File: src/rtl/systolic_feeder_pkg.sv
// Shared definitions for the systolic array feeder: FSM state encoding and
// the weight-settle delay between the last weight beat and the latch pulse.
package systolic_feeder_pkg;

    // Job sequencing states of the feeder.
    typedef enum logic [2:0] {
        IDLE     = 3'd0,
        W_LOAD   = 3'd1,
        W_WAIT   = 3'd2,
        LATCH    = 3'd3,
        X_STREAM = 3'd4,
        DONE     = 3'd5
    } feeder_state_e;

    // Array dimension the constants below are quoted for.
    localparam int DEFAULT_N = 8;

    // Cycles spent in W_WAIT so the last weight row can ripple through
    // the core before it is latched.
    localparam int LATCH_DELAY = 2 * DEFAULT_N;

    // Same delay for an arbitrary array dimension.
    function automatic int latch_delay(input int n);
        return 2 * n;
    endfunction

endpackage

File: src/rtl/systolic_feeder_skid_fifo.sv
// Two-entry FIFO between the tile-buffer read port and the core beat
// interface. Holds the head word stable while the core stalls.
module feeder_skid_fifo #(
    parameter int WIDTH = 64
) (
    input  logic             clk,
    input  logic             rst_n,
    input  logic             i_push,
    input  logic [WIDTH-1:0] i_data,
    input  logic             i_pop,
    output logic [WIDTH-1:0] o_data,
    output logic             o_valid,
    output logic [1:0]       o_count
);

    logic [WIDTH-1:0] r_mem [2];
    logic             r_rd_ptr;
    logic             r_wr_ptr;
    logic [1:0]       r_count;

    logic             w_pop;
    logic             w_push;

    // Pops only when data is present; pushes only when a slot is free or
    // is being freed in the same cycle.
    assign w_pop  = i_pop && (r_count != 2'd0);
    assign w_push = i_push && ((r_count != 2'd2) || w_pop);

    // Storage, pointers and occupancy.
    always_ff @(posedge clk or negedge rst_n) begin
        if (!rst_n) begin
            // NOTE: the storage is cleared too, so the payload bus reads zero
            // straight out of reset instead of whatever the flops powered up with.
            for (int i = 0; i < 2; i++) begin
                r_mem[i] <= '0;
            end
            r_rd_ptr <= 1'b0;
            r_wr_ptr <= 1'b0;
            r_count  <= 2'd0;
        end else begin
            if (w_push) begin
                r_mem[r_wr_ptr] <= i_data;
                r_wr_ptr        <= ~r_wr_ptr;
            end
            if (w_pop) begin
                r_rd_ptr <= ~r_rd_ptr;
            end
            case ({w_push, w_pop})
                2'b10:   r_count <= r_count + 2'd1;
                2'b01:   r_count <= r_count - 2'd1;
                default: r_count <= r_count;
            endcase
        end
    end

    assign o_data  = r_mem[r_rd_ptr];
    assign o_valid = (r_count != 2'd0);
    assign o_count = r_count;

endmodule

File: src/rtl/systolic_feeder.sv
// Systolic array feeder: streams N weight rows then num_vec activation
// vectors from a tile buffer into the array core, with a latch pulse
// between the phases and full backpressure handling on the beat interface.
module systolic_feeder
    import systolic_feeder_pkg::*;
#(
    parameter int N          = 8,
    parameter int DATA_WIDTH = 8,
    parameter int ACC_WIDTH  = 32,
    parameter int ADDR_WIDTH = 12,
    parameter int CNT_WIDTH  = 16
) (
    input  logic                    clk,
    input  logic                    rst_n,

    input  logic                    cmd_valid,
    output logic                    cmd_ready,
    input  logic [ADDR_WIDTH-1:0]   cmd_w_base,
    input  logic [ADDR_WIDTH-1:0]   cmd_x_base,
    input  logic [CNT_WIDTH-1:0]    cmd_num_vec,
    input  logic                    cmd_skip_weights,

    output logic                    mem_rd_en,
    output logic [ADDR_WIDTH-1:0]   mem_rd_addr,
    input  logic [N*DATA_WIDTH-1:0] mem_rd_data,

    output logic [N-1:0]            load_weight_in,
    output logic                    valid_in,
    input  logic                    ready_out,
    output logic [N*DATA_WIDTH-1:0] x_in,
    output logic [N*ACC_WIDTH-1:0]  y_in,

    output logic                    weight_latch_en,
    output logic                    busy,
    output logic                    done
);

    localparam int                   ROW_WIDTH   = N * DATA_WIDTH;
    localparam logic [CNT_WIDTH-1:0] N_WORDS     = CNT_WIDTH'(N);
    localparam logic [CNT_WIDTH-1:0] W_WAIT_LAST = CNT_WIDTH'(latch_delay(N) - 1);
    localparam logic [CNT_WIDTH-1:0] CNT_ONE     = CNT_WIDTH'(1);
    localparam logic [ADDR_WIDTH-1:0] ADDR_ONE   = ADDR_WIDTH'(1);

    feeder_state_e           r_state;
    logic [ADDR_WIDTH-1:0]   r_x_base;
    logic [CNT_WIDTH-1:0]    r_num_vec;
    logic [ADDR_WIDTH-1:0]   r_rd_addr;
    logic [CNT_WIDTH-1:0]    r_rd_left;
    logic [CNT_WIDTH-1:0]    r_beat_left;
    logic [CNT_WIDTH-1:0]    r_wait_cnt;
    logic                    r_rd_inflight;
    logic                    r_weight_latch_en;
    logic                    r_done;

    logic                    w_streaming;
    logic                    w_fifo_valid;
    logic [ROW_WIDTH-1:0]    w_fifo_data;
    logic [1:0]              w_fifo_count;
    logic                    w_beat;
    logic [2:0]              w_credit_used;
    logic [2:0]              w_credit_cap;
    logic                    w_rd_en;

    assign w_streaming = (r_state == W_LOAD) || (r_state == X_STREAM);
    assign w_beat      = w_fifo_valid && ready_out;

    // A read is allowed only while every word it could produce has a FIFO
    // slot waiting for it. A beat leaving this cycle frees its slot now,
    // which is what keeps the stream bubble-free with only two entries.
    assign w_credit_used = {1'b0, w_fifo_count} + {2'b00, r_rd_inflight};
    assign w_credit_cap  = 3'd2 + {2'b00, w_beat};
    assign w_rd_en       = w_streaming && (r_rd_left != '0) && (w_credit_used < w_credit_cap);

    feeder_skid_fifo #(
        .WIDTH (ROW_WIDTH)
    ) u_fifo (
        .clk     (clk),
        .rst_n   (rst_n),
        .i_push  (r_rd_inflight),
        .i_data  (mem_rd_data),
        .i_pop   (w_beat),
        .o_data  (w_fifo_data),
        .o_valid (w_fifo_valid),
        .o_count (w_fifo_count)
    );

    // Tracks the one-cycle tile-buffer latency so returning data is pushed.
    always_ff @(posedge clk or negedge rst_n) begin
        if (!rst_n) begin
            r_rd_inflight <= 1'b0;
        end else begin
            r_rd_inflight <= w_rd_en;
        end
    end

    // Job sequencer: phase control, read address/count and the pulse outputs.
    always_ff @(posedge clk or negedge rst_n) begin
        if (!rst_n) begin
            r_state           <= IDLE;
            r_x_base          <= '0;
            r_num_vec         <= '0;
            r_rd_addr         <= '0;
            r_rd_left         <= '0;
            r_beat_left       <= '0;
            r_wait_cnt        <= '0;
            r_weight_latch_en <= 1'b0;
            r_done            <= 1'b0;
        end else begin
            // NOTE: non-blocking assignments, so the later phase-entry loads
            // below take precedence over these per-cycle updates.
            r_weight_latch_en <= 1'b0;
            r_done            <= 1'b0;
            if (w_rd_en) begin
                r_rd_addr <= r_rd_addr + ADDR_ONE;
                r_rd_left <= r_rd_left - CNT_ONE;
            end
            if (w_beat) begin
                r_beat_left <= r_beat_left - CNT_ONE;
            end

            unique case (r_state)
                IDLE: begin
                    if (cmd_valid) begin
                        r_x_base  <= cmd_x_base;
                        r_num_vec <= cmd_num_vec;
                        if (!cmd_skip_weights) begin
                            r_state     <= W_LOAD;
                            r_rd_addr   <= cmd_w_base;
                            r_rd_left   <= N_WORDS;
                            r_beat_left <= N_WORDS;
                        end else if (cmd_num_vec == '0) begin
                            r_state <= DONE;
                            r_done  <= 1'b1;
                        end else begin
                            r_state     <= X_STREAM;
                            r_rd_addr   <= cmd_x_base;
                            r_rd_left   <= cmd_num_vec;
                            r_beat_left <= cmd_num_vec;
                        end
                    end
                end
                W_LOAD: begin
                    if (w_beat && (r_beat_left == CNT_ONE)) begin
                        r_state    <= W_WAIT;
                        r_wait_cnt <= W_WAIT_LAST;
                    end
                end
                W_WAIT: begin
                    if (r_wait_cnt == '0) begin
                        r_state           <= LATCH;
                        r_weight_latch_en <= 1'b1;
                    end else begin
                        r_wait_cnt <= r_wait_cnt - CNT_ONE;
                    end
                end
                LATCH: begin
                    if (r_num_vec == '0) begin
                        r_state <= DONE;
                        r_done  <= 1'b1;
                    end else begin
                        r_state     <= X_STREAM;
                        r_rd_addr   <= r_x_base;
                        r_rd_left   <= r_num_vec;
                        r_beat_left <= r_num_vec;
                    end
                end
                X_STREAM: begin
                    if (w_beat && (r_beat_left == CNT_ONE)) begin
                        r_state <= DONE;
                        r_done  <= 1'b1;
                    end
                end
                DONE: begin
                    r_state <= IDLE;
                end
                default: begin
                    r_state <= IDLE;
                end
            endcase
        end
    end

    assign cmd_ready       = (r_state == IDLE);
    assign busy            = (r_state != IDLE);
    assign mem_rd_en       = w_rd_en;
    assign mem_rd_addr     = r_rd_addr;
    assign valid_in        = w_fifo_valid;
    assign x_in            = w_fifo_valid ? w_fifo_data : '0;
    assign load_weight_in  = (w_fifo_valid && (r_state == W_LOAD)) ? {N{1'b1}} : '0;
    assign y_in            = '0;
    assign weight_latch_en = r_weight_latch_en;
    assign done            = r_done;

endmodule

File: config.mk
export PLATFORM = sky130hd
export DESIGN_NAME = systolic_feeder
export DESIGN_NICKNAME = d
export VERILOG_FILES = /design/src/rtl/systolic_feeder_pkg.sv /design/src/rtl/systolic_feeder_skid_fifo.sv /design/src/rtl/systolic_feeder.sv
export SDC_FILE = /design/constraint.sdc
export NUM_CORES = 1
export LEC_CHECK = 0
export BUFFER_PORTS_ARGS = -buffer_cell sky130_fd_sc_hd__buf_2
export CORE_MARGIN = 3
export CORE_UTILIZATION = 47
export CTS_CLUSTER_SIZE = 20
export DETAILED_ROUTE_END_ITERATION = 7
export GPL_TIMING_DRIVEN = 0
export PLACE_DENSITY = 0.75
export SYNTH_ARGS = -nofsm -noshare
export SYNTH_HDL_FRONTEND = slang
export SYNTH_SLANG_ARGS = --single-unit
File: constraint.sdc
create_clock -name clk -period 6.6 [get_ports clk]
set_input_delay 1.32 -clock clk [delete_from_list [all_inputs] [get_ports clk]]
set_output_delay 1.32 -clock clk [all_outputs]
set_load 0.05 [all_outputs]
==> out/metrics.yaml, run 1 <==
outcome:
  status: "completed"
global_routing:
  use_met3: 0.0359
  grt_pass1_wl_microns: 54300
  grt_overflow: 0
  grt_util_met2: 0.372
  grt_max_degree: 128
  grt_pass1_vias: 10500
  busiest_layer: "met2"
  track_usage: 0.213
  antenna_found_initial: 2
  grt_use_met1: 0.275
sta:
  fin_crit_sh: 0.678
  slew_headroom: 0.356
  drv_slew: 0
  setup-tns-final_ps: 0
  finalHoldViolations: 0
  fin_crit_ps: 4470
  tightest_slew_ps: 966
  rsz0062_at_grt: "false"
  setup-violations-final: 0
  skew_ps: 18.3
  setup_ws_ps: 2130
  fmax_mhz: 223
routing:
  ant_nets: 0
  drt-pass1-iter-count: 6
  vias: 10800
  drtIter0Drc: 795
  wl_per_cell_microns: 15.5
  drt_wl_total_microns: 35000
  via_per_inst: 4.80
  remaining_drc_errors: 0
finish:
  final_nets: 1970
  antenna_cells: 0
  area_growth_pct: 25.1
  final-instance-count-excl-fill: 2252
  final_layout_size_suffix_gt1_frac: 0.361
  final_cell_mix: "buf_4, conb_1, dfrtp_1, buf_2, nand2_1"
  final_common_cell: "buf_4"
cts:
  cts_max_path_buffers: 3
  ctsHtreeMaxLevel: 1
  cts_tree: "yes"
  post_cts_buffers: 0
  cts_hold_buffers: 0
  clock-sinks: 226
  clk_latency_ps: 530
  root_buffer: "clkbuf_16"
  ctsResizeCount: 0
  numCtsBuffers: 26
  clk_pin_slew_ps: 60
synth:
  synth-seq-area-share: 0.418
  ys_warn_count: 0
  ys.flop_type: "dfrtp_1"
  syn_area_per_cell_sq_um: 9.84
  synth_seq_cells: 226
  netlist_instances: 1374
  synth_area_sq_um: 13500
  synth_edf_count: 0
  synth_cell_types: 64
  async_flop_share: 1.00
floorplan:
  initial_core_util: 0.481
  fp-row-count: 61
  die_h_microns: 176
  die-width_microns: 176
  floorplan.die_area_sq_um: 30800
  io_pins: 455
  core_area_sq_um: 28100
job:
  max-cap-violations: 0
power:
  irDropWorstVdd_v: 0.000385
  p_per_area_nw_per_um2: 511
  p_leak_nw: 8.54
placement:
  port_buffers: 196
  gp_congestion: 0.896
  place_ws_ps: 2220
  dp.cells: 2204
  dp_hpwl_microns: 26600
worst_setup_path:
  critPathKind: "in -> out"
  cp-end-kind: "output pin"
  critical_path_arrival_ps: 3150
  cp_max_fo: 10
  worstPathRequired_ps: 5280
  cp-start-kind: "input port"
hold_path:
  min_path_type: "reg -> reg"
[worst max-delay path, cell delays in order]
cell and delay, ps:
buf_2 140, o21ai_2 150, o21ai_1 400, nand2_2 250, nor2_1 520, buf_2 370
[flip-flops by register name, indices dropped and copies added (netlist names), 2 cells and up]
register        flops
u_fifo.r_mem      128
r_num_vec          16
r_beat_left        16
r_rd_left          16
mem_rd_addr        12
r_state             3
r_x_base           12
r_wait_cnt         16
u_fifo.o_count      2
[power by group]
| group | internal (mW) | leakage, nW | total, mW | switching [mW] |
|---|---|---|---|---|
| clock network | 0.975 | 0.464 | 1.56 | 0.586 |
| logic | 1.54 | 5.38 | 4.62 | 3.08 |
| registers | 2.04 | 2.70 | 2.46 | 0.426 |
[final timing paths]
| check | end | startpoint | slack (ps) | depth (start not counted) |
|---|---|---|---|---|
| max | mem_rd_en | ready_out | 2130 | 6 |
| min | r_x_base[11] | r_x_base[11] | 480 | 2 |
| max reg2reg | mem_rd_addr[9] | r_rd_left[0] | 3870 | 8 |
| min reg2reg | r_x_base[11] | r_x_base[11] | 480 | 2 |
| max in group asynchronous | r_rd_left[14] | rst_n | 4640 | 2 |
| min in group asynchronous | u_fifo.r_mem[40] | rst_n | 880 | 1 |
[layer usage]
metal  up-vias  part of all wire
li1       5143                 -
met1      5155              0.40
met2       446              0.50
met3        67             0.073
met4         4             0.026
met5         -           0.00066
[through the flow]
step | cell area [sq um] | hold slack [ps] | utilization | total power [mW]
floorplan | 14500 | 446 | - | 6.03
global placement | 15900 | 460 | 0.567 | 6.94
detailed placement | 16000 | 463 | 0.568 | 7.06
CTS | 16900 | 482 | 0.602 | 8.65
global route | 16900 | 507 | 0.602 | 9.12
finish | 16900 | 480 | 0.602 | 8.64
[final cells by class]
class,instances,area (sq um)
plain buffers,328,2250
clock buffers,33,727
clock inverters,15,216
fillers,2450,11200
inverters,13,48.8
multi-input cells,1062,6520
flip-flops and latches,226,5660
well taps,378,473
repair buffers,197,1020
[Yosys cell counts (5+ instances only)]
| cell type | number | share of area |
|---|---|---|
| mux2i_1 | 66 | 0.049 |
| a21oi_1 | 27 | 0.010 |
| a22o_1 | 5 | 0.0032 |
| clkbuf_1 | 42 | 0.012 |
| or3_1 | 9 | 0.0042 |
| a22oi_1 | 15 | 0.0083 |
| buf_1 | 5 | 0.0014 |
| ha_1 | 7 | 0.0065 |
| nand3_1 | 11 | 0.0041 |
| xor2_1 | 23 | 0.015 |
| o211ai_1 | 13 | 0.0072 |
| inv_1 | 13 | 0.0036 |
| nor3_1 | 34 | 0.013 |
| mux2_2 | 129 | 0.11 |
| nand4_1 | 5 | 0.0023 |
| o31ai_1 | 5 | 0.0028 |
| o221ai_1 | 6 | 0.0039 |
| o21ai_1 | 13 | 0.0048 |
| xnor2_1 | 30 | 0.019 |
| nor2_1 | 128 | 0.036 |
| dfrtp_1 | 226 | 0.42 |
| o21ai_0 | 39 | 0.014 |
| buf_2 | 15 | 0.0056 |
| or4_1 | 12 | 0.0067 |
| nand2_1 | 135 | 0.037 |
| nand2b_1 | 5 | 0.0023 |
| buf_4 | 265 | 0.15 |
| nor2b_1 | 7 | 0.0032 |
| nor4_1 | 17 | 0.0079 |
[cell families after synthesis]
family	after synthesis	share of synthesized area
simple gates	399	0.140
buf+inv	341	0.170
flops	226	0.418
mux	195	0.156
compound gates	152	0.0740
xor+xnor	53	0.0343
fa+ha+maj	7	0.00648
other cells	1	0.000277
Note: power is estimated with default switching activity, not from simulation.
==> run 2: changes to the inputs <==
--- a/config.mk
+++ b/config.mk
@@ -11,7 +11,7 @@
 export CTS_CLUSTER_SIZE = 20
 export DETAILED_ROUTE_END_ITERATION = 7
 export GPL_TIMING_DRIVEN = 0
-export PLACE_DENSITY = 0.75
+export PLACE_DENSITY = 0.78
 export SYNTH_ARGS = -nofsm -noshare
 export SYNTH_HDL_FRONTEND = slang
 export SYNTH_SLANG_ARGS = --single-unit
==> constraint.sdc (replaced) <==
create_clock -name clk -period 3.63 [get_ports clk]
set_input_delay 0.726 -clock clk [delete_from_list [all_inputs] [get_ports clk]]
set_output_delay 0.726 -clock clk [all_outputs]
set_load 0.05 [all_outputs]
==> out/metrics.yaml, run 2 (synthesis gave the netlist of run 1 again) <==
outcome:
  status: "completed"
cts:
  cts_tree: "yes"
  numCtsBuffers: 25  # -3.8%
  root_buffer: "clkbuf_16"
  clk_latency_ps: 530  # about the same
  clock-sinks: 226  # unchanged
  clk_pin_slew_ps: 60  # about the same
  cts_max_path_buffers: 3  # unchanged
  ctsHtreeMaxLevel: 1  # unchanged
global_routing:
  track_usage: 0.212  # -0.000960
  grt_max_degree: 116  # -9.4%
  antenna_found_initial: 1  # -1
  grt_overflow: 0  # unchanged
  grt_pass1_wl_microns: 54100  # -0.37%
  grt_pass1_vias: 10300  # -1.6%
placement:
  place_area_sq_um: 16000  # unchanged
  dp_hpwl_microns: 26300  # -0.98%
  port_buffers: 196  # unchanged
  place_ws_ps: 431  # -1780 ps
  gp_congestion: 0.913  # +2.0%
finish:
  final_area_sq_um: 16800  # -0.58%
  antenna_cells: 0  # unchanged
  top_register: "u_fifo.r_mem"
  final_common_cell: "buf_4"
  largest_reg_flops: 128  # unchanged
  area_growth_pct: 24.4
  final_nets: 1969  # -0.051%
  fin_util: 0.599  # -0.00348
  final_layout_size_suffix_gt1_frac: 0.359  # -0.00175
  final_cell_mix: "buf_4, conb_1, dfrtp_1, buf_2, nand2_1"
sta:
  slew_headroom: 0.396  # +0.0401
  drv_slew: 0  # unchanged
  fin_crit_ps: 3450
  setup_ws_ps: 183  # -1940 ps
  rsz0062_at_grt: "false"
  tightest_slew_ps: 903  # -63.5 ps
  fin_hold_ws_ps: 273  # -206 ps
  skew_ps: 11.6  # -6.70 ps
  fin_crit_sh: 0.950
  finalHoldViolations: 0  # unchanged
  fmax_mhz: 290
  setup-violations-final: 0  # unchanged
worst_setup_path:
  worstPathRequired_ps: 2900  # -2380 ps
  cp-start-kind: "flop"
  cp-end-kind: "output pin"
  critPathKind: "reg -> out"
  cp_max_fo: 10  # unchanged
  critical_path_arrival_ps: 2720  # -430 ps
power:
  p_per_area_nw_per_um2: 920  # +80%
  p_leak_nw: 8.50  # -0.49%
  irDropWorstVdd_v: 0.000580  # +51%
job:
  max-cap-violations: 0  # unchanged
routing:
  via_per_inst: 4.82  # +0.32%
  vias: 10800  # +0.23%
  drtIter0Drc: 779  # -2.0%
  drt_wl_total_microns: 34600  # -1.1%
  wl_per_cell_microns: 15.4  # -1.0%
  drt-pass1-iter-count: 5  # -1
  remaining_drc_errors: 0  # unchanged
  ant_nets: 0  # unchanged
floorplan:
  die-width_microns: 176  # unchanged
  die_h_microns: 176  # unchanged
  floorplan.die_area_sq_um: 30800  # unchanged
  fp-row-count: 61  # unchanged
  io_pins: 455  # unchanged
  core_area_sq_um: 28100  # unchanged
  initial_core_util: 0.481  # unchanged
hold_path:
  min_path_type: "in -> async"
-- run 2: cell count changes in the layout (fill, tap and decap cells not counted) --
cell        change
nor2_2          +1
inv_16          +1
clkbuf_8        +4
clkbuf_16       -1
clkinv_8        -1
nor2_1          -1
bufinv_16       -4
clkinv_2        -2
clkinvlp_4      -2
clkbuf_1        +3
-- run 2: report_power, final --
part	internal [mW]	switching (mW)	total, mW
Sequential	3.71	0.770	4.48
Clock	1.53	1.03	2.56
Combinational	2.80	5.63	8.43
-- run 2: repair_timing --
item                                    4_1_cts  5_1_grt
setup buffers                                 0        0
resized for setup                             0        1
hold buffers                                  0        0
endpoints found under the setup margin        0        1
-- run 2: worst max-delay path, cell delays in order (launching register included) --
cell	delay (ps)
dfrtp_1	400
buf_2	170
nor2_1	290
clkbuf_1	510
clkbuf_1	450
nor2_1	120
buf_2	240
-- run 2: final timing paths --
check / depth (start not counted) / from / slack [ps] / end
max in group asynchronous: 2 / rst_n / 2310 / r_x_base[0]
worst min-delay path: 1 / rst_n / 270 / u_fifo.r_mem[37]
worst min register to register: 2 / r_x_base[3] / 480 / r_x_base[3]
min in group clk: 3 / cmd_x_base[2] / 400 / r_x_base[2]
worst max-delay path: 6 / u_fifo.o_count[1] / 180 / x_in[44]
worst max register to register: 7 / r_num_vec[3] / 900 / r_rd_left[0]
-- run 2: routing by layer --
layer	vias up	track usage	share of wire
met5	-	0	0.00023
met4	2	0.0521	0.023
met3	67	0.0352	0.075
met2	460	0.369	0.50
met1	5162	0.277	0.40
li1	5149	-	-
-- run 2: area by class of cell --
cell class              instances  area (sq um)
repair buffers                197          1020
clock inverters                 7          75.1
inverters                      13          48.8
flip-flops and latches        226          5660
well taps                     378           473
clock buffers                  39           768
multi-input cells            1062          6520
fillers                      2381         11300
plain buffers                 328          2250
-- run 2: stage by stage --
step	instances	setup TNS, ps	power [mW]
after detailed placement	2204	0	12.9
after global placement	2203	-441960	12.6
after CTS	2250	0	15.5
final	2250	0	15.5
after global routing	2250	0	16.3
after floorplan	1629	0	11.0
==> run 3: changes to the inputs <==
--- a/config.mk
+++ b/config.mk
@@ -12,6 +12,7 @@
 export DETAILED_ROUTE_END_ITERATION = 7
 export GPL_TIMING_DRIVEN = 0
 export PLACE_DENSITY = 0.78
+export SETUP_SLACK_MARGIN = 0.5
 export SYNTH_ARGS = -nofsm -noshare
 export SYNTH_HDL_FRONTEND = slang
 export SYNTH_SLANG_ARGS = --single-unit
==> out/metrics.yaml, run 3 (synthesis gave the netlist of run 1 again) <==
floorplan:
  die_h_microns: 176  # unchanged
  core_area_sq_um: 28100  # unchanged
  fp-row-count: 61  # unchanged
  io_pins: 455  # unchanged
  die-width_microns: 176  # unchanged
  floorplan.die_area_sq_um: 30800  # unchanged
  initial_core_util: 0.481  # unchanged
worst_setup_path:
  crit_chain: "ha_1 > ha_1 > nor3_4 > nand2_4 > nor2_4 > clkbuf_4"
  worstPathRequired_ps: 2900  # about the same
  path_delay_family: "simple AND/OR/NAND/NOR gates"
  cpPeakStageDelay_ps: 430  # -80 ps
  cp_max_fo: 10  # unchanged
  critical_path_arrival_ps: 2320  # -400 ps
  critPathBufInv: 1  # -3
  cpMaxStageDelayCell: "dfrtp_1"
  critPathKind: "reg -> out"
  cpMostUsedCell: "ha_1"
  cp-end-kind: "output pin"
  cp-start-kind: "flop"
  path_depth: 6  # unchanged
  rr_worst_depth: 7  # unchanged
sta:
  finalHoldViolations: 0  # unchanged
  rsz0062_at_grt: "true"
  fmax_mhz: 328  # +13%
  fin_crit_sh: 0.840  # -0.109
  drv_slew: 0  # unchanged
  fin_crit_ps: 3050  # -397 ps
  tightest_slew_ps: 881  # -21.8 ps
  skew_ps: 10.5  # -1.17 ps
  slew_headroom: 0.410  # +0.0146
  setup-violations-final: 0  # unchanged
finish:
  seq_area_sq_um: 5660  # unchanged
  final_nets: 1970  # +0.051%
  final_area_sq_um: 16900  # +0.33%
  antenna_cells: 0  # unchanged
  final_layout_size_suffix_gt1_frac: 0.367  # +0.00782
  area_growth_pct: 24.8
  final_cell_mix: "buf_4, conb_1, dfrtp_1, buf_2, nand2_1"
  final_common_cell: "buf_4"
  multiInputGateArea_sq_um: 6550  # +0.46%
  top_register: "u_fifo.r_mem"
  n_fill_cell: 2374  # -0.29%
  largest_reg_flops: 128  # unchanged
cts:
  cts_tree: "yes"
  numCtsBuffers: 25  # unchanged
  clock-sinks: 226  # unchanged
  cts_hold_buffers: 0  # unchanged
  clk_pin_slew_ps: 60  # about the same
  root_buffer: "clkbuf_16"
  ctsHtreeMaxLevel: 1  # unchanged
  clk_latency_ps: 530  # about the same
  cts_max_path_buffers: 3  # unchanged
outcome:
  status: "completed"
routing:
  drtIter0Drc: 692  # -11%
  drt-pass1-iter-count: 5  # unchanged
  ant_nets: 0  # unchanged
  wl_per_cell_microns: 15.4  # +0.13%
  vias: 10800  # +0.065%
  drt_wl_total_microns: 34700  # +0.18%
  remaining_drc_errors: 0  # unchanged
  via_per_inst: 4.82  # about the same
global_routing:
  grt_pass1_vias: 10400  # +0.19%
  grt_pass1_wl_microns: 54100  # about the same
  grt_max_degree: 116  # unchanged
  grt_overflow: 0  # unchanged
  antenna_found_initial: 1  # unchanged
  track_usage: 0.212  # about the same
hold_path:
  min_path_type: "in -> async"
placement:
  gp_congestion: 0.913  # unchanged
  port_buffers: 196  # unchanged
  dp_hpwl_microns: 26300  # unchanged
  place_area_sq_um: 16000  # unchanged
power:
  p_comb_frac: 0.547  # +0.002
  seq_power_share: 0.288  # about the same
  p_clk_frac: 0.165  # about the same
  p_int_mw: 8.09  # +0.66%
  p_per_area_nw_per_um2: 922  # +0.18%
  total_power_mw: 15.5  # +0.51%
  p_sw_frac: 0.480  # -0.000771
  irDropWorstVdd_v: 0.000581  # +0.13%
  p_leak_nw: 8.54  # +0.49%
  p_switching_mw: 7.46  # +0.35%
job:
  max-cap-violations: 0  # unchanged
-- run 3: cell types whose count changed in the layout (fill, tap and decap cells not counted), sizes merged --
cell and change:
clkbuf +1
-- run 3: worst paths after layout --
check	start	slack, ps	to
worst min-delay path	rst_n	280	u_fifo.r_mem[37]
min in group clk	cmd_x_base[2]	400	r_x_base[2]
worst min register to register	r_x_base[6]	480	r_x_base[6]
worst max register to register	r_num_vec[7]	910	r_rd_left[0]
max in group asynchronous	rst_n	2300	r_x_base[0]
worst max-delay path	r_rd_inflight	580	mem_rd_en
-- run 3: final cells by class --
cell class | instances | share of cell area
multi-input combinational | 1062 | 0.388
sequential | 226 | 0.335
buffer | 328 | 0.134
timing repair buffer | 198 | 0.0610
clock buffer | 39 | 0.0455
tap | 378 | 0.0280
clock inverter | 7 | 0.00445
inverter | 13 | 0.00289
-- run 3: worst register-to-register path, delay by kind of cell, from the launching register on --
kind	cells	cell delay, ps
and+or+nand+nor	3	910
DFF	1	390
buffers and inverters	2	650
AOI/OAI and AO/OA	2	630
-- run 3: power by group through the flow --
stage / Combinational (mW) / Sequential (mW) / Clock [mW]
2_1_floorplan: 6.45 / 4.51 / 0
3_3_place_gp: 8.21 / 4.40 / 0
3_5_place_dp: 8.37 / 4.49 / 0
4_1_cts: 8.46 / 4.46 / 2.61
5_1_grt: 9.08 / 4.63 / 2.71
6_report: 8.50 / 4.48 / 2.56
-- run 3: stage by stage --
| stage | cells | utilization | hold slack [ps] | setup TNS [ps] | setup WS (ps) |
|---|---|---|---|---|---|
| after floorplan | 1629 | - | 430 | 0 | 816 |
| after global placement | 2203 | 0.567 | 459 | -441960 | -1990 |
| after detailed placement | 2204 | 0.568 | 463 | 0 | 431 |
| after CTS | 2251 | 0.600 | 309 | 0 | 385 |
| after global routing | 2251 | 0.601 | 338 | 0 | 472 |
| final | 2251 | 0.601 | 281 | 0 | 580 |
-- run 3: routing by layer --
layer  routed length [microns]  vias to the layer above  track usage
met5                         8                        -            0
met4                       890                        2       0.0561
met3                      2550                       72       0.0376
met2                     17200                      466        0.367
met1                     14100                     5148        0.276
li1                          -                     5159            -
-- run 3: what timing repair did --
item,CTS,global route
pin swaps,1,2
buffers inserted,1,0
gates resized for setup,16,5
setup endpoints to repair,59,19
hold endpoints to repair,0,0
